[src/rtl/cacheline_req_sched.sv]
// Request scheduler in front of the PLRU cacheline: FIFO of tagged lookups, per-domain
// way-partition table, domain-switch insertion. Optional stats via CACHELINE_SCHED_STATS_EN.
module cacheline_req_sched #(
  parameter int NUM_WAYS    = 8,
  parameter int ADDR_WIDTH  = 8,
  parameter int NUM_DOMAINS = 4,
  parameter int FIFO_DEPTH  = 4,
  localparam int DOM_W      = $clog2(NUM_DOMAINS)
) (
  input  logic                  clk,
  input  logic                  reset,
  input  logic                  req_valid,
  output logic                  req_ready,
  input  logic [DOM_W-1:0]      req_dom,
  input  logic [ADDR_WIDTH-1:0] req_addr,
  input  logic                  cfg_we,
  input  logic [DOM_W-1:0]      cfg_dom,
  input  logic [NUM_WAYS-1:0]   cfg_hitmap,
  output logic                  os_req,
  output logic [NUM_WAYS-1:0]   hitmap,
  output logic                  user_req,
  output logic [ADDR_WIDTH-1:0] addr,
  input  logic                  hit,
  output logic                  resp_valid,
  output logic                  resp_hit,
  output logic [ADDR_WIDTH-1:0] resp_addr,
  output logic                  busy
`ifdef CACHELINE_SCHED_STATS_EN
  ,
  output logic [15:0]           stat_hits,
  output logic [15:0]           stat_misses,
  output logic [15:0]           stat_switches
`endif
);

  localparam int PTR_W = $clog2(FIFO_DEPTH);
  localparam logic [PTR_W:0] FULL_CNT = (PTR_W+1)'(FIFO_DEPTH);

  typedef enum logic [1:0] {IDLE, SWITCH, LOOKUP} state_t;

  logic [DOM_W-1:0]      fifo_dom  [FIFO_DEPTH];
  logic [ADDR_WIDTH-1:0] fifo_addr [FIFO_DEPTH];
  logic [PTR_W-1:0]      wr_ptr, rd_ptr;
  logic [PTR_W:0]        count;
  logic                  full, empty, push, pop;
  logic [DOM_W-1:0]      head_dom;
  logic [ADDR_WIDTH-1:0] head_addr;

  logic [NUM_WAYS-1:0]   dom_tbl [NUM_DOMAINS];
  logic [DOM_W-1:0]      cur_dom;
  logic                  cur_valid;
  logic                  head_match;

  state_t state, next_state;

  assign full      = (count == FULL_CNT);
  assign empty     = (count == '0);
  assign req_ready = !full;
  assign push      = req_valid && !full;
  assign head_dom  = fifo_dom[rd_ptr];
  assign head_addr = fifo_addr[rd_ptr];
  assign head_match = cur_valid && (head_dom == cur_dom);

  // FIFO storage carries no reset; occupancy and pointers do
  always_ff @(posedge clk) begin
    if (push) begin
      fifo_dom[wr_ptr]  <= req_dom;
      fifo_addr[wr_ptr] <= req_addr;
    end
  end

  always_ff @(posedge clk) begin
    if (reset) begin
      wr_ptr <= '0;
      rd_ptr <= '0;
      count  <= '0;
    end else begin
      if (push) wr_ptr <= wr_ptr + 1'b1;
      if (pop)  rd_ptr <= rd_ptr + 1'b1;
      case ({push, pop})
        2'b10:   count <= count + 1'b1;
        2'b01:   count <= count - 1'b1;
        default: count <= count;
      endcase
    end
  end

  // State names the command being driven this cycle; the head is popped on entry to LOOKUP
  always_comb begin
    next_state = IDLE;
    case (state)
      SWITCH:  next_state = LOOKUP;
      default: begin
        if (empty)            next_state = IDLE;
        else if (!head_match) next_state = SWITCH;
        else                  next_state = LOOKUP;
      end
    endcase
  end

  assign pop = (next_state == LOOKUP);

  always_ff @(posedge clk) begin
    if (reset) state <= IDLE;
    else       state <= next_state;
  end

  always_ff @(posedge clk) begin
    if (reset) begin
      for (int i = 0; i < NUM_DOMAINS; i++) dom_tbl[i] <= '0;
      cur_dom   <= '0;
      cur_valid <= 1'b0;
    end else begin
      if (cfg_we) dom_tbl[cfg_dom] <= cfg_hitmap;
      if (next_state == SWITCH) begin
        cur_dom   <= head_dom;
        cur_valid <= !(cfg_we && (cfg_dom == head_dom));
      end else if (cfg_we && (cfg_dom == cur_dom)) begin
        cur_valid <= 1'b0;
      end
    end
  end

  // Command stage: registered outputs to the cacheline
  always_ff @(posedge clk) begin
    if (reset) begin
      os_req   <= 1'b0;
      hitmap   <= '0;
      user_req <= 1'b0;
      addr     <= '0;
    end else begin
      os_req   <= (next_state == SWITCH);
      hitmap   <= (next_state == SWITCH) ? dom_tbl[head_dom] : '0;
      user_req <= (next_state == LOOKUP);
      addr     <= (next_state == LOOKUP) ? head_addr : '0;
    end
  end

  // Response stage: one cycle behind the lookup command
  always_ff @(posedge clk) begin
    if (reset) begin
      resp_valid <= 1'b0;
      resp_addr  <= '0;
    end else begin
      resp_valid <= user_req;
      resp_addr  <= addr;
    end
  end

  assign resp_hit = resp_valid && hit;
  assign busy     = !empty || os_req || user_req || resp_valid;

`ifdef CACHELINE_SCHED_STATS_EN
  function automatic logic [15:0] sat_inc(input logic [15:0] v);
    return (v == 16'hFFFF) ? v : v + 16'd1;
  endfunction

  always_ff @(posedge clk) begin
    if (reset) begin
      stat_hits     <= '0;
      stat_misses   <= '0;
      stat_switches <= '0;
    end else begin
      if (resp_valid && resp_hit)  stat_hits     <= sat_inc(stat_hits);
      if (resp_valid && !resp_hit) stat_misses   <= sat_inc(stat_misses);
      if (os_req)                  stat_switches <= sat_inc(stat_switches);
    end
  end
`endif

endmodule

[config.mk]
export PLATFORM = sky130hd
export DESIGN_NAME = cacheline_req_sched
export DESIGN_NICKNAME = d
export VERILOG_FILES = /design/src/rtl/cacheline_req_sched.sv
export SDC_FILE = /design/constraint.sdc
export NUM_CORES = 1
export LEC_CHECK = 0
export CAP_MARGIN = 40
export CORE_MARGIN = 5
export CORE_UTILIZATION = 55
export CTS_CLUSTER_DIAMETER = 120
export DETAILED_ROUTE_END_ITERATION = 8
export PLACE_DENSITY = 0.82
export SETUP_SLACK_MARGIN = 0.05
export SLEW_MARGIN = 0
export SYNTH_ARGS = -nofsm -noshare
export SYNTH_HDL_FRONTEND = slang
export SYNTH_SLANG_ARGS = --single-unit
[constraint.sdc]
create_clock -name clk -period 3.3 [get_ports clk]
set_input_delay 0.99 -clock clk [delete_from_list [all_inputs] [get_ports clk]]
set_output_delay 0.99 -clock clk [all_outputs]
set_load 0.05 [all_outputs]
After elaboration in Yosys (flattened, before gate mapping)
Memory sizes are Yosys's and may differ from the RTL's. A register that Yosys moved wholly into a read port is not among the register bits. Cells that the tools add are included.

Memories: 3. Register bits: 23. Memory bits (writable): 72. Output and inout port bits: 30. Logic and storage cells: 63. Input port bits: 25.

Memories: dom_tbl (depth 4, bits a word 8, read ports 1, clocked after memory_dff 1, wr ports 4, RTL line 49) `logic [NUM_WAYS-1:0] dom_tbl [NUM_DOMAINS];`; fifo_addr (depth 4, bits a word 8, read ports 1, clocked after memory_dff 1, wr ports 1, RTL line 42) `logic [ADDR_WIDTH-1:0] fifo_addr [FIFO_DEPTH];`; fifo_dom (depth 4, bits a word 2, read ports 1, clocked after memory_dff 1, wr ports 1, RTL line 41) `logic [DOM_W-1:0] fifo_dom [FIFO_DEPTH];`.

Bitwise gates (word level): 2. Equal/unequal tests: 9. Add/subtract/negate cells: 4. Multiplexer cells: 18. Reductions and logical operators: 17.

Operator list (number): $mux W2 (6); $mux W1 (10); $mux W8 (1); $reduce_or A8 Y1 (1); $eq A2 B1 Y1 const B (3); $eq A2 B2 Y1 (3); $pmux W3 S2 (1); $logic_and A1 B1 Y1 (5); $add A2 B1 Y2 const B (2); $eq A2 B2 Y1 const B (2); $reduce_bool A2 Y1 (2); $reduce_or A2 Y1 (2); $add A3 B1 Y3 const B (1); $eq A3 B3 Y1 const B (1); $logic_not A1 Y1 (3); $logic_not A3 Y1 (1); $logic_or A1 B1 Y1 (3); $sub A3 B1 Y3 const B (1); $not A1 Y1 (2).

Depth between registers and ports, before layout
Depth in word-level cells: 8. Gate-level depth with buffers: 10. Gate-level depth less buffers: 10.

Worst setup path before layout
No wires, ideal clock.

Kind: register to register. Start point: register (tool-made name). End point: register count[2]. Data arrival time: 2.557 ns. Buffers on the path: 0. Path slack: 0.673 ns. Stages on the path, launching flop included: 11. Clock period less this slack: 2.627 ns. Setup time: 0.070 ns. Data required time: 3.230 ns. Path through: dfxtp_1 mux4_2 xnor2_2 nand4_1 nand2_1 ha_1 inv_1 fa_1 xor2_1 or3_1 a21oi_1.

RTL lines: end signal, assigned (RTL line 81) `2'b10: count <= count + 1'b1;`; end signal, assigned (RTL line 82) `2'b01: count <= count - 1'b1;`; end signal, assigned (RTL line 83) `default: count <= count;`; end, declared (RTL line 44) `logic [PTR_W:0] count;`.

Final worst setup path
Start point: register count[2]. End point: output busy.

Cells in the longest elaborated chain, start to end: 5.

RTL lines: $logic_not A3 Y1 (RTL line 57) `assign empty = (count == '0);`; $logic_not A1 Y1 (RTL line 151) `assign busy = !empty || os_req || user_req || resp_valid;`; $logic_or A1 B1 Y1 (3 in series) (RTL line 151); end, declared (RTL line 27) `output logic busy`.

Every way passes these cells.

==> out/results.ini <==
[min_path]
hp-class=register to register

[detailed_routing]
avgViaCountPerCell=5.411
finalWirelength_mm=8.352
wl_per_cell_um=17.69
drt_iter0_markers=136
post-route-drc-count=0
vias=2554
drt-pass1-iter-count=4
ant_nets=0

[critical_path]
cp_top_family=simple AND/OR/NAND/NOR gates
cp_data_arrival_time_ns=2.15
crit_fanout=5
crit_type=register to output port
worst-endpoint-required_ns=2.31
critPathSlowestCell=or3_1
cp_cell_sequence=or3_1, or4_1, dlygate4sd2_1
start_kind=register
critPathCaptureType=output port
critPathBufInv=1
critPathMaxStageDelay_ns=0.45

[job]
maxCapViolations=0

[cts]
cts_buffers=17
h-tree-depth=4
ctsResizeCount=1
clk_latency_ns=0.52
cts_buffer_depth=2
cts_sinks=113
cts_setup_buffers=0
cts_tree=done
ctsHoldBuffers=0
clkTransAtPathRegs_ns=0.06
cts_root_buf=clkbuf_8

[logic_synthesis]
syn_area_per_cell_um2=15.27
netlist_area_um2=4383
yosysTopAreaCellShare=0.4933
synth_nets=318
yosys.area.top_type=edfxtp_1
synth_seq_cells=113
synth_area_leaders=edfxtp_1 49%, dfxtp_1 19%, mux4_2 9.2%
ys_seq_area_frac=0.6806
yosysUniqueCellTypes=35
syn_inst=287
ys.warnings.count=0

[power]
p_leak_uw=0.002041
p_per_area_nw_per_um2=865.5
p_total_uw=4875
max-vdd-ir-drop_mv=0.6274

[finish]
drive_gt1_frac=0.1676
nNetsFinal=388
syn2layout_area_growth_pct=28.52
fillers=472
antenna_cells=0

[grt]
overflow=0
grt_max_degree=28
grt_pass1_wl_mm=13.92
antenna_found_initial=0
first_global_vias=2721
grt_usage=0.1873

[floorplan]
core-area_um2=7727
die_height_um=99.27
die_w_um=99.27
die-area_um2=9855
initial_core_util=0.5672
rows=32
boundaryPins=55

[sta]
setup_viol=0
slew_viol_final=0
period_needed_ns=3.136
worst_slack_ns=0.1641
worst_slew_margin_rel=0.4310
fmaxAchievable_ghz=0.3189
fin_crit_sh=0.9503
hold_violations=0
tns_ns=0
rsz0062_at_grt=no
worst_slew_pin_slew_ns=0.8470
skew_ns=0.006874

[status]
status=finished clean

[placement]
place_hpwl_mm=5.389
place_ws_ns=0.2360
gp_congestion=0.7842
port_buffers=54

synthesized netlist by cell type:
library cell / n
or3_1: 2
nand3_1: 6
a41oi_2: 1
and2_1: 42
nor3_1: 4
or2_2: 2
dfxtp_1: 41
a31o_2: 1
o31ai_2: 1
and3_1: 6
a21oi_1: 5
or4_1: 1
nand2_1: 8
inv_1: 10
a31oi_1: 2
a32o_1: 1
nor2_1: 9
or3b_1: 1
a211oi_1: 2
clkbuf_1: 5
mux2_2: 1
xnor2_1: 5
buf_6: 1
o21ai_0: 4
buf_2: 1
nor2b_1: 20
edfxtp_1: 72
xnor2_2: 2
ha_1: 5
nand2b_1: 1
xor2_1: 4
nand4_1: 1
fa_1: 1
buf_1: 1
mux4_2: 18
worst paths after layout:
| path | cells after the start | slack [ns] | end | start |
|---|---|---|---|---|
| worst max register to register | 10 | 0.34 | count[2] | register |
| worst max-delay path | 3 | 0.16 | busy | count[2] |
| worst min register to register | 1 | 0.47 | resp_addr[4] | addr[4] |
| worst min-delay path | 1 | 0.47 | resp_addr[4] | addr[4] |
per-stage QoR:
step	utilization	cells	instance area (um^2)	hold WS (ns)
floorplan	-	287	4383	0.4692
global placement	0.6548	440	5060	0.4583
detailed placement	0.6548	440	5060	0.4581
CTS	0.7290	472	5633	0.4711
global route	0.7290	472	5633	0.4862
finish	0.7290	472	5633	0.4720
cell usage in the layout, fill, tap and decap left out, types with 4 or more instances in the layout:
master,n
a21oi_1,5
and2_1,42
and3_1,6
buf_4,5
clkbuf_16,16
clkdlybuf4s50_1,52
clkinv_4,5
dfxtp_1,41
edfxtp_1,72
ha_1,5
inv_1,10
mux4_2,18
nand2_1,8
nand3_1,6
nor2_1,9
nor2b_1,20
nor3_1,4
o21ai_0,4
xnor2_1,5
xor2_1,4
cell families after synthesis:
group	Yosys count	synth area share
adder cells (fa/ha/maj)	6	0.01884
XOR/XNOR	11	0.02541
AO/OA/AOI/OAI	17	0.02740
flip-flops	113	0.6806
AND/OR/NAND/NOR	103	0.1353
buffers and inverters	18	0.01741
multiplexers	19	0.09506
where the power goes:
group | leakage [uW] | internal, uW | switching (uW) | total [uW]
Combinational | 0.000757 | 536 | 745 | 1280
Sequential | 0.00101 | 1720 | 140 | 1860
Clock | 0.000270 | 1080 | 661 | 1740
worst reg2reg max path, delay by kind of cell (launching register included):
family / cells / cell delay, ns
simple gates: 3 / 0.70
mux: 1 / 0.58
fa+ha+maj: 2 / 0.55
xor+xnor: 2 / 0.47
flops: 1 / 0.38
compound gates: 1 / 0.15
buf+inv: 1 / 0.06
layer usage:
layer	vias up	global-route usage	wire [um]
li1	1187	-	-
met1	1266	0.2189	3127
met2	87	0.3166	4568
met3	14	0.07013	547
met4	0	0.06828	108
met5	-	0	0
state kept, by name, summed over array words and instances (netlist names), named ones only:
signal and cells:
dom_tbl 32, fifo_addr 32, addr 8, fifo_dom 8, hitmap 8, resp_addr 8
count 3, cur_dom 2, rd_ptr 2, state 2, wr_ptr 2, cur_valid 1
os_req 1, resp_valid 1, user_req 1
final cells by class:
class	instances	area, um^2	area share
Inverter	10	37.54	0.006664
Multi-Input combinational cell	156	1324	0.2350
Clock buffer	17	414.1	0.07352
Tap cell	102	127.6	0.02266
Sequential cell	113	2983	0.5295
Timing Repair Buffer	59	586.8	0.1042
Clock inverter	15	160.2	0.02843
Note: power is estimated with default switching activity, not from simulation.
